===== src/rtl/instr_fetch_unit_pkg.sv =====
// Shared parameters, state encoding and opcode helper for the instruction fetch stage.
package instr_fetch_unit_pkg;

  localparam int ADDR_W = 8;
  localparam int DATA_W = 60;
  localparam int OPC_W  = 4;
  localparam int CNT_W  = 16;

  localparam logic [OPC_W-1:0] HALT_OPC = 4'hF;

  typedef enum logic [1:0] {
    IDLE = 2'd0,
    RUN  = 2'd1,
    DONE = 2'd2
  } state_e;

  function automatic logic [OPC_W-1:0] opcodeOf(input logic [DATA_W-1:0] word);
    return word[DATA_W-1 -: OPC_W];
  endfunction

endpackage


===== src/rtl/instr_fetch_unit_if.sv =====
// Bundles the fetch stage's control, memory and decode-handshake signals.
interface instr_fetch_unit_if;
  import instr_fetch_unit_pkg::*;

  logic              start;
  logic [ADDR_W-1:0] start_pc;
  logic              br_valid;
  logic [ADDR_W-1:0] br_target;
  logic [ADDR_W-1:0] imem_addr;
  logic [DATA_W-1:0] imem_rdata;
  logic [DATA_W-1:0] instr;
  logic [ADDR_W-1:0] instr_pc;
  logic              instr_valid;
  logic              dec_ready;
  logic              busy;
  logic              done;
  logic [CNT_W-1:0]  retired_cnt;

  modport master (
    input  start, start_pc, br_valid, br_target, imem_rdata, dec_ready,
    output imem_addr, instr, instr_pc, instr_valid, busy, done, retired_cnt
  );

  modport slave (
    output start, start_pc, br_valid, br_target, imem_rdata, dec_ready,
    input  imem_addr, instr, instr_pc, instr_valid, busy, done, retired_cnt
  );

endinterface


===== src/rtl/instr_fetch_unit.sv =====
// Program-counter / fetch stage in front of a 1-cycle synchronous instruction memory,
// with start/halt sequencing, branch squash, decode back-pressure and a retire counter.
module instr_fetch_unit
  import instr_fetch_unit_pkg::*;
(
  input  logic               clk,
  input  logic               rst_n,
  instr_fetch_unit_if.master bus
);

  state_e            state_q;
  logic [ADDR_W-1:0] pc_q;
  logic [ADDR_W-1:0] pc_d;
  logic [CNT_W-1:0]  cnt_q;
  logic              running;
  logic              valid;
  logic              accept;
  logic              isHalt;

  assign running = (state_q == RUN);
  assign valid   = running && !bus.br_valid;
  assign accept  = valid && bus.dec_ready;
  assign isHalt  = (opcodeOf(bus.imem_rdata) == HALT_OPC);

  // pc_d is the address presented to memory now; the word comes back next cycle,
  // so re-presenting pc_q during a stall keeps the shown instruction stable.
  always_comb begin
    pc_d = bus.start_pc;
    if (running) begin
      if (bus.br_valid)
        pc_d = bus.br_target;
      else if (valid && !bus.dec_ready)
        pc_d = pc_q;
      else
        pc_d = pc_q + ADDR_W'(1);
    end
  end

  always_ff @(posedge clk) begin
    if (!rst_n) begin
      state_q <= IDLE;
      pc_q    <= '0;
      cnt_q   <= '0;
    end else begin
      case (state_q)
        IDLE, DONE: begin
          if (bus.start) begin
            state_q <= RUN;
            pc_q    <= bus.start_pc;
            cnt_q   <= '0;
          end
        end
        RUN: begin
          pc_q <= pc_d;
          if (accept) begin
            if (cnt_q != '1)
              cnt_q <= cnt_q + CNT_W'(1);
            if (isHalt)
              state_q <= DONE;
          end
        end
        default: state_q <= IDLE;
      endcase
    end
  end

  assign bus.imem_addr   = pc_d;
  assign bus.instr       = bus.imem_rdata;
  assign bus.instr_pc    = pc_q;
  assign bus.instr_valid = valid;
  assign bus.busy        = running;
  assign bus.done        = (state_q == DONE);
  assign bus.retired_cnt = cnt_q;

endmodule

===== src/flat_wrapper.sv =====
// flat-port wrapper written by rule: the top's interface ports become plain ports
module instr_fetch_unit_flat import instr_fetch_unit_pkg::*;
  (clk, rst_n, bus_start, bus_start_pc, bus_br_valid, bus_br_target, bus_imem_rdata, bus_dec_ready, bus_imem_addr, bus_instr, bus_instr_pc, bus_instr_valid, bus_busy, bus_done, bus_retired_cnt);
  instr_fetch_unit_if bus_i ();
  input  logic clk;
  input  logic rst_n;
  input wire logic [$bits(bus_i.start)-1:0] bus_start;
  input wire logic [$bits(bus_i.start_pc)-1:0] bus_start_pc;
  input wire logic [$bits(bus_i.br_valid)-1:0] bus_br_valid;
  input wire logic [$bits(bus_i.br_target)-1:0] bus_br_target;
  input wire logic [$bits(bus_i.imem_rdata)-1:0] bus_imem_rdata;
  input wire logic [$bits(bus_i.dec_ready)-1:0] bus_dec_ready;
  output wire logic [$bits(bus_i.imem_addr)-1:0] bus_imem_addr;
  output wire logic [$bits(bus_i.instr)-1:0] bus_instr;
  output wire logic [$bits(bus_i.instr_pc)-1:0] bus_instr_pc;
  output wire logic [$bits(bus_i.instr_valid)-1:0] bus_instr_valid;
  output wire logic [$bits(bus_i.busy)-1:0] bus_busy;
  output wire logic [$bits(bus_i.done)-1:0] bus_done;
  output wire logic [$bits(bus_i.retired_cnt)-1:0] bus_retired_cnt;
  assign bus_i.start = bus_start;
  assign bus_i.start_pc = bus_start_pc;
  assign bus_i.br_valid = bus_br_valid;
  assign bus_i.br_target = bus_br_target;
  assign bus_i.imem_rdata = bus_imem_rdata;
  assign bus_i.dec_ready = bus_dec_ready;
  assign bus_imem_addr = bus_i.imem_addr;
  assign bus_instr = bus_i.instr;
  assign bus_instr_pc = bus_i.instr_pc;
  assign bus_instr_valid = bus_i.instr_valid;
  assign bus_busy = bus_i.busy;
  assign bus_done = bus_i.done;
  assign bus_retired_cnt = bus_i.retired_cnt;
  instr_fetch_unit u_core (.clk(clk), .rst_n(rst_n), .bus(bus_i));
endmodule

===== config.mk =====
export PLATFORM = sky130hd
export DESIGN_NAME = instr_fetch_unit_flat
export DESIGN_NICKNAME = d
export VERILOG_FILES = /design/src/rtl/instr_fetch_unit_pkg.sv /design/src/rtl/instr_fetch_unit_if.sv /design/src/rtl/instr_fetch_unit.sv /design/src/flat_wrapper.sv
export SDC_FILE = /design/constraint.sdc
export NUM_CORES = 1
export LEC_CHECK = 0
export BUFFER_PORTS_ARGS = -buffer_cell sky130_fd_sc_hd__clkbuf_2
export CAP_MARGIN = 10
export CORE_MARGIN = 2
export CORE_UTILIZATION = 43
export DETAILED_ROUTE_END_ITERATION = 8
export GPL_ROUTABILITY_DRIVEN = 0
export PLACE_DENSITY = 0.95
export SKIP_CTS_REPAIR_TIMING = 1
export SLEW_MARGIN = 0
export SYNTH_ARGS = -nofsm -noshare
export SYNTH_HDL_FRONTEND = slang
export SYNTH_SLANG_ARGS = --single-unit

===== constraint.sdc =====
create_clock -name clk -period 3.8 [get_ports clk]
set_input_delay 0 -clock clk [delete_from_list [all_inputs] [get_ports clk]]
set_output_delay 0 -clock clk [all_outputs]
set_load 0.01 [all_outputs]

Word-level counts from Yosys, hierarchy flattened
Index checks and enable logic that the tools add are counted.

Bits of input ports: 81. Output and inout port bits: 95. Register bits: 26. Logic and storage cells: 37.

Add/subtract/negate cells: 2. Multiplexer cells: 13. Equality and inequality tests: 8. Reductions and logical operators: 11.

Operator list (number): 16-bit 2-to-1 mux (3); 8-bit 2-to-1 mux (4); 16-bit one-hot mux with 2 select lines (1); 16-bit by 1-bit adder with 16-bit output, second input constant (1); 16-bit inequality test, second input constant (1); 8-bit one-hot mux with 2 select lines (1); 8-bit by 1-bit adder with 8-bit output, second input constant (1); 2-bit inequality test, second input constant (4); 2-bit 2-to-1 mux (3); 4-bit == test, second input constant (1); 2-bit one-hot mux with 2 select lines (1); 4-bit AND reduction (1); 1-bit logical AND (3); 3-bit AND reduction (1); 2-bit by 1-bit == test with 1-bit output, second input constant (1); 2-bit == test, second input constant (1); 1-bit logical NOT (2); 2-bit logical NOT (1); 2-bit AND reduction (1); 2-bit nonzero test (1); 2-bit OR reduction (1).

Depth between registers and ports, before layout
Gate-level depths: netlist of run 1.

Depth after elaboration: 7. Mapped depth: 7. Gate-level depth less buffers: 5.

Worst setup path after synthesis of run 1
No wires, ideal clock.

Kind: register -> register. Start: register u_core.cnt_q[0] (netlist: u_core.bus.retired_cnt[0]). End: register u_core.cnt_q[4] (netlist: u_core.bus.retired_cnt[4]). Period minus slack after synthesis: 1651 ps. Data required time: 3714 ps. Path slack: 2149 ps. Library setup time: 86 ps. Cell stages (with the launch flop): 7. Arrival: 1565 ps. Path buffers: 2. Cell sequence: dfxtp_1 ha_1 clkbuf_1 and2_1 clkbuf_1 a211oi_1 a211oi_1.

Cells in the longest elaborated chain, start to end: 4. Elaborated cells between the ends (all ways): 7. Those cells by class: add/sub: 1; eq/ne: 2; mux: 3; reduce/logical: 1.

Ends and longest elaborated chain: from (decl) (line instr_fetch_unit.sv:14) `logic [CNT_W-1:0] cnt_q;`; from (signal assigned) (line instr_fetch_unit.sv:57) `cnt_q <= cnt_q + CNT_W'(1);`; 16-bit by 1-bit adder with 16-bit output (line instr_fetch_unit.sv:57); 16-bit 2-to-1 mux (line instr_fetch_unit.sv:56) `if (cnt_q != '1)`; 16-bit 2-to-1 mux (line instr_fetch_unit.sv:55) `if (accept) begin`; 16-bit one-hot mux with 2 select lines (line instr_fetch_unit.sv:45) `case (state_q)`.

Parallel ways exist; a longest one is shown, timed or not. The select of a mux whose other input is x is not followed. A chain may end at the register's enable or synchronous reset.

Final worst setup path of run 1
Start: register u_core.state_q[0]. End: register u_core.cnt_q[10] (netlist: u_core.bus.retired_cnt[10]).

Cells in the longest elaborated chain, start to end: 5. Elaborated cells between the ends (all ways): 12. Those cells by class: eq/ne: 5; mux: 1; reduce/logical: 6.

Ends and longest elaborated chain: from (decl) (line instr_fetch_unit.sv:11) `state_e state_q;`; from (signal assigned) (line instr_fetch_unit.sv:41) `state_q <= IDLE;`; from (signal assigned) (line instr_fetch_unit.sv:48) `state_q <= RUN;`; from (signal assigned) (line instr_fetch_unit.sv:59) `state_q <= DONE;`; 2-bit by 1-bit == test with 1-bit output (line instr_fetch_unit.sv:20, instr_fetch_unit.sv:45); 1-bit logical AND (line instr_fetch_unit.sv:21) `assign valid = running && !bus.br_valid;`; 1-bit logical AND (line instr_fetch_unit.sv:22) `assign accept = valid && bus.dec_ready;`; 2-bit inequality test (no line); 4-bit AND reduction (no line).

Parallel ways exist; a longest one is shown, timed or not.

==> summary.txt, run 1 <==
Placed design
  • Dpl ws: 1.832 ns
  • Dpl cells: 341
  • Input/output buffers: 63
  • Hpwl dp: 3.908 mm

Clock tree
  • Maximum clock insertion buffer count: 2
  • CTS sink cnt: 26
  • Number of buffers created by CTS: 3
  • Worst-path clk slew: 0.10 ns
  • Root buf cell: clkbuf_8
  • CTS tree: done
  • H-tree Lvls: 1
  • Skew-Pair Late Insertion Delay: 0.28 ns

Setup path
  • Worst R2R Path Depth: 4
  • CP Data Required Time: 4.01 ns
  • Crit end category: register
  • Kind of critical path: register to register
  • Worst endpoint data arrival time: 2.20 ns
  • CP top delay family: simple AND/OR/NAND/NOR gates
  • CP max FO: 22
  • Critical-path top delay cell: nor4b_4
  • Buffers & Inverters on Critical Path: 0
  • Beginning of the worst register-to-register path: u_core.state_q[0]
  • Beginning of the critical path: u_core.state_q[0]
  • Crit. path cell count: 4
  • Slowest cell delay on critical path: 0.75 ns
  • Worst-path cell chain: nand2b_4 > nor4b_4 > a2111oi_0 > nor3_1
  • Startpoint types: register

Worst hold path
  • Hold depth: 3
  • Hold_sp: bus_start_pc[0]
  • Min-delay worst type: primary input to register

Logic synthesis
  • Cell variety after synth: 49
  • Sequential share of the synthesized area: 23.28%
  • Synthesized instance count: 281
  • Mean Syn Cell Area: 7.957 µm²
  • Number of synthesized register bits: 26
  • Syn nets: 364
  • Synth warn: 0
  • Post-synthesis cell area: 2236 µm²

Cells and area
  • Most frequent cells in the layout: clkbuf_2 (63), nand2_1 (37), dfxtp_1 (26), a21oi_1 (19), o21ai_0 (14)
  • Utilization after layout: 43.42%
  • Area Growth Syn to Fin: -1.455%
  • Post-layout net count: 361
  • # diodes: 0
  • Layout cells sized above 1: 28.52%
  • Final non-filler cell total: 347
  • Commonest non-fill, non-tap cell in the layout: clkbuf_2

Detailed routing
  • Antenna viol nets, final: 0
  • Initial DRC count: 82
  • Vias: 1945
  • Drt drc: 0
  • Drt via density: 5.605
  • Pre-Repair DR Iteration Count: 4
  • Drt wl/cell: 14.82 µm
  • Post-Route WL: 5.142 mm

Run
  • Max cap viols: 0

Power
  • Leakage: 0.8571 nW
  • Peak supply drop: 0.0001884 V
  • PD cells: 313.6 nW/µm²

Timing
  • Final min period: 1.984 ns
  • Final Worst Setup Slack: 1.816 ns
  • Clock skew: 0.007724 ns
  • Final period utilization: 52.20%
  • Setup tns final: 0 ns
  • Hold_ws: -0.01456 ns
  • Max_slew headroom: 49.87%
  • RSZ-0062 raised after global routing: false
  • Slew Viols, Final: 0
  • Final Hold Fails: 1
  • Peak Freq: 504.1 MHz
  • Final setup violating endpoints: 0
  • Worst Max-Slew Pin Slew: 0.7487 ns

Floorplan
  • Die ar.: 5793 µm²
  • Core area: 5075 µm²
  • Die width: 76.11 µm
  • I/O pin count: 176
  • Starting Density: 44.06%
  • FP Rows: 26
  • Die H: 76.11 µm

Global route
  • Initial antenna violation count: 0
  • Global route total overflow: 0
  • Total track usage: 17.29%
  • First-pass GRT wire length: 8.424 mm
  • Vias in the first global route: 1799
  • Largest net degree at the start of global routing: 23

Outcome
  • Failing checks: negative hold slack
  • Outcome: finished, violations left
-- power breakdown --
part           switching [mW]  total (mW)  internal [mW]
registers              0.0186       0.302          0.284
clock network          0.0972       0.238          0.141
logic                  0.0888       0.150         0.0616
total                   0.205       0.691          0.486
-- layer usage --
layer  GRT usage, %  routed length, µm
met5              0                  0
met4          3.818                 35
met3          4.976                377
met1          20.04               2075
met2          31.52               2654
-- worst paths after layout --
check	slack, ns	to
hold / removal	-0.01	u_core.bus.instr_pc[0]
setup / recovery	1.82	u_core.bus.retired_cnt[10]
setup reg to reg	1.82	u_core.bus.retired_cnt[10]
hold reg to reg	0.50	u_core.bus.retired_cnt[11]
-- synth_stat cells (all sizes together) --
master,n,area share [%]
or3b,1,0.39
xnor2,7,2.7
nor4b,2,2.1
nor2,5,0.84
or4bb,1,0.50
and2b,1,0.45
and3,1,0.28
o221a,2,1.0
nor4,1,0.28
and4,2,0.84
or4,2,0.67
nand3b,1,0.34
o41ai,1,0.39
o31ai,2,0.67
mux2i,8,3.6
ha,2,1.1
nand4,6,1.7
a21oi,19,4.3
a21boi,1,0.34
a31oi,8,2.2
o21ai,14,3.1
nor3,5,1.1
buf,68,23
a41oi,1,0.39
o2bb2ai,1,0.39
and4bb,1,0.73
o22ai,3,0.84
nand3,2,0.45
clkbuf,5,0.84
nand2b,13,4.0
inv,6,1.0
o311ai,1,0.39
a2111oi,3,1.5
a211oi,9,3.0
dfxtp,26,23
o211ai,5,2.9
nand2,37,6.2
and2,4,1.1
nor2b,1,0.28
a211o,1,0.39
or3,2,0.56
-- flip-flops by register name, summed over array words and instances, names as in the netlist --
name                    flops
u_core.bus.retired_cnt     16
u_core.bus.instr_pc         8
u_core.state_q              2
-- per-stage QoR --
step	area [µm²]	power, mW
3_3_place_gp	2112	0.4493
5_1_grt	2203	0.7197
3_5_place_dp	2112	0.4558
2_1_floorplan	2236	0.4653
6_report	2203	0.6910
4_1_cts	2183	0.6891
-- final cells by class --
cell class / count / area [µm²]
well taps: 70 / 87.58
clock buffers: 3 / 41.29
flip-flops and latches: 26 / 520.5
multi-input cells: 176 / 1166
fillers: 543 / 2872
repair buffers: 65 / 335.3
inverters: 6 / 22.52
clock inverters: 1 / 30.03
-- worst min-delay path: cells and delay by family --
kind	cells	cell delay (ns)
AND/OR/NAND/NOR	1	0.06
AO/OA/AOI/OAI	1	0.08
buffers and inverters	1	0.08
-- cells by family after synthesis --
kind of cell | count (synthesis) | synth area share [%]
adders and majority gates | 2 | 1.119
muxes | 8 | 3.582
xor gates and xnor gates | 7 | 2.742
DFF | 26 | 23.28
AOI/OAI and AO/OA | 71 | 21.88
buffers and inverters | 79 | 24.57
and+or+nand+nor | 88 | 22.83
Power figures use the tool's default switching activity.
==> run 2: changes to the inputs <==
--- a/config.mk
+++ b/config.mk
@@ -5,13 +5,14 @@
 export SDC_FILE = /design/constraint.sdc
 export NUM_CORES = 1
 export LEC_CHECK = 0
+export ABC_AREA = 1
 export BUFFER_PORTS_ARGS = -buffer_cell sky130_fd_sc_hd__clkbuf_2
 export CAP_MARGIN = 10
 export CORE_MARGIN = 2
-export CORE_UTILIZATION = 43
+export CORE_UTILIZATION = 41
 export DETAILED_ROUTE_END_ITERATION = 8
 export GPL_ROUTABILITY_DRIVEN = 0
-export PLACE_DENSITY = 0.95
+export PLACE_DENSITY = 0.9
 export SKIP_CTS_REPAIR_TIMING = 1
 export SLEW_MARGIN = 0
 export SYNTH_ARGS = -nofsm -noshare
==> constraint.sdc (replaced) <==
create_clock -name clk -period 2.1 [get_ports clk]
set_input_delay 0 -clock clk [delete_from_list [all_inputs] [get_ports clk]]
set_output_delay 0 -clock clk [all_outputs]
set_load 0.01 [all_outputs]
==> summary.txt, run 2 <==
Clock tree
  • Skew-Pair Late Insertion Delay: 0.27 ns (about the same)
  • Worst-path clk slew: 0.09 ns (about the same)
  • Number of buffers created by CTS: 3 (unchanged)
  • H-tree Lvls: 1 (unchanged)
  • Root buf cell: clkbuf_8
  • CTS tree: done
  • Maximum clock insertion buffer count: 2 (unchanged)
  • CTS sink cnt: 26 (unchanged)

Logic synthesis
  • Post-synth ARST share: 0% (unchanged)
  • Share of the synthesized area in the top cell type: 21.58% (-1.7 points)
  • Synth area leader: dfxtp_1
  • Synth warn: 0 (unchanged)
  • Area contributors post-synth: dfxtp_1 (22%), buf_4 (19%), nand2_1 (16%)
  • Sequential share of the synthesized area: 21.58% (-1.7 points)
  • Most frequent cell after synthesis: nand2_1
  • Syn nets: 464 (+27%)
  • Mean Syn Cell Area: 6.332 µm² (-20%)
  • EDFF count, synth: 0 (unchanged)
  • Top_reg_cell synth: dfxtp_1
  • Synthesized instance count: 381 (+36%)
  • Post-synthesis cell area: 2412 µm² (+7.9%)
  • Cell variety after synth: 32 (-35%)
  • Number of synthesized register bits: 26 (unchanged)
  • Commonest cells post-synth: nand2_1 (104), buf_4 (60), nor2_1 (40)

Floorplan
  • Die ar.: 6513 µm² (+12%)
  • Core area: 5608 µm² (+11%)
  • I/O pin count: 176 (unchanged)
  • FP Rows: 27 (+3.8%)
  • Die width: 80.71 µm (+6.0%)
  • Die H: 80.71 µm (+6.0%)
  • Starting Density: 43.02% (-1.0 points)

Setup path
  • Worst endpoint data arrival time: 1.85 ns (-0.35 ns)
  • CP max FO: 13 (-41%)
  • Startpoint types: register
  • Top cell by count, worst path: nand2_1
  • CP Data Required Time: 2.10 ns (-1.91 ns)
  • CP top delay family: simple AND/OR/NAND/NOR gates
  • Crit. path cell count: 8 (+4)
  • Beginning of the worst register-to-register path: u_core.bus.retired_cnt[1]
  • Worst-path cell chain: inv_2 > nor2_8 > nand3_2 > nand3_1 > nand2_1 > o21ai_0 > nand2_1 > clkbuf_2
  • Critical-path top delay cell: dfxtp_1
  • Beginning of the critical path: u_core.state_q[0]
  • Slowest cell delay on critical path: 0.39 ns (-0.36 ns)
  • Buffers & Inverters on Critical Path: 2 (+2)
  • Crit end category: primary output
  • Worst R2R Path Depth: 10 (+6)
  • Kind of critical path: register to primary output

Placed design
  • Input/output buffers: 63 (unchanged)
  • Dpl ws: 0.3934 ns (-1.438 ns)
  • Hpwl dp: 4.662 mm (+19%)

Timing
  • Final Hold Fails: 0 (-1)
  • Final min period: 1.852 ns
  • Max_slew headroom: 75.49% (+26 points)
  • Worst Max-Slew Pin Slew: 0.3663 ns (-0.3824 ns)
  • Final Worst Setup Slack: 0.2485 ns (-1.568 ns)
  • Slew Viols, Final: 0 (unchanged)
  • Peak Freq: 540.1 MHz
  • Final period utilization: 88.17%
  • Setup tns final: 0 ns (unchanged)
  • RSZ-0062 raised after global routing: false
  • Final setup violating endpoints: 0 (unchanged)
  • Clock skew: 0.003541 ns (-0.004183 ns)

Detailed routing
  • Vias: 2304 (+18%)
  • Drt wl/cell: 13.05 µm (-12%)
  • Pre-Repair DR Iteration Count: 5 (+1)
  • Drt drc: 0 (unchanged)
  • Post-Route WL: 5.965 mm (+16%)
  • Drt via density: 5.042 (-10%)
  • Initial DRC count: 240 (+190%)
  • Antenna viol nets, final: 0 (unchanged)

Cells and area
  • Layout cells sized above 1: 26.49% (-2.0 points)
  • Max FFs per register: 16 (unchanged)
  • Area Growth Syn to Fin: -0.5706%
  • Post-layout net count: 470 (+30%)
  • # diodes: 0 (unchanged)
  • Most frequent cells in the layout: nand2_1 (104), clkbuf_2 (63), nor2_1 (40), inv_1 (35), dfxtp_1 (26)
  • Commonest non-fill, non-tap cell in the layout: nand2_1

Global route
  • Total track usage: 17.51% (+0.22 points)
  • Global route total overflow: 0 (unchanged)
  • Largest net degree at the start of global routing: 20 (-13%)
  • Initial antenna violation count: 0 (unchanged)
  • Vias in the first global route: 2049 (+14%)
  • First-pass GRT wire length: 9.142 mm (+8.5%)

Worst hold path
  • Hold_sp: bus_imem_rdata[40]
  • Min-delay worst type: primary input to primary output
  • Hold depth: 0 (-3)

Power
  • Leakage: 1.132 nW (+32%)
  • Peak supply drop: 0.0002453 V (+30%)
  • PD cells: 485.7 nW/µm² (+55%)

Outcome
  • Outcome: completed

Run
  • Max cap viols: 0 (unchanged)
## run 2: cell types whose count changed after synthesis, moves of 9 or more
| cell | delta |
|---|---|
| a21oi_2 | +9 |
| inv_1 | +29 |
| nand2_1 | +67 |
| nand2b_1 | -12 |
| nand3_1 | +22 |
| nor2_1 | +35 |
## run 2: final timing paths
path | slack (ns) | end
worst max-delay path | 0.25 | bus_imem_addr[5]
worst min-delay path | 0.000004 | bus_instr[40]
worst max register to register | 0.33 | u_core.bus.retired_cnt[5]
worst min register to register | 0.55 | u_core.bus.retired_cnt[1]
## run 2: area by class of cell
class	instances	area [µm²]
timing repair buffer	70	367.9
clock buffer	3	41.29
fill	590	3209
sequential	26	520.5
tap	72	90.09
multi-input combinational	247	1232
inverter	39	146.4
## run 2: per-stage QoR
stage | std cells | power (mW) | utilization, % | hold WS, ns | cell area, µm²
2_1_floorplan | 381 | 0.8971 | - | 0.09177 | 2412
3_3_place_gp | 454 | 0.8872 | 42.03 | 0.00006862 | 2357
3_5_place_dp | 454 | 0.8941 | 42.03 | 0.00006862 | 2357
4_1_cts | 457 | 1.171 | 42.77 | 0.00006862 | 2399
5_1_grt | 457 | 1.240 | 42.77 | 0.00001514 | 2399
6_report | 457 | 1.165 | 42.77 | 0.000003919 | 2399
## run 2: cell families after synthesis
logic type	count (synthesis)	synth area share (%)
AOI/OAI and AO/OA	43	11.20
xor gates and xnor gates	7	2.542
adders and majority gates	2	1.037
buffers and inverters	108	27.33
DFF	26	21.58
and+or+nand+nor	195	36.31
## run 2: where the power goes
| part | total [mW] | switching, mW | internal (mW) |
|---|---|---|---|
| clock | 0.281 | 0.152 | 0.129 |
| sequential | 0.550 | 0.0332 | 0.517 |
| combinational | 0.334 | 0.213 | 0.121 |
## run 2: worst reg2reg max path, stage by stage (launching register included)
cell and delay (ns):
dfxtp_1 0.41, ha_1 0.24, nand2_1 0.11, inv_1 0.11, nand2_2 0.08, nor2_4 0.14, nand2_4 0.08, nand3_4 0.17
inv_2 0.16, nand2_1 0.11, a21oi_2 0.05
## run 2: per-layer routing
layer | global-route usage, % | wire [µm]
met2 | 30.00 | 2956
met3 | 2.921 | 556
met5 | 0 | 0
met4 | 10.17 | 197
met1 | 20.52 | 2255
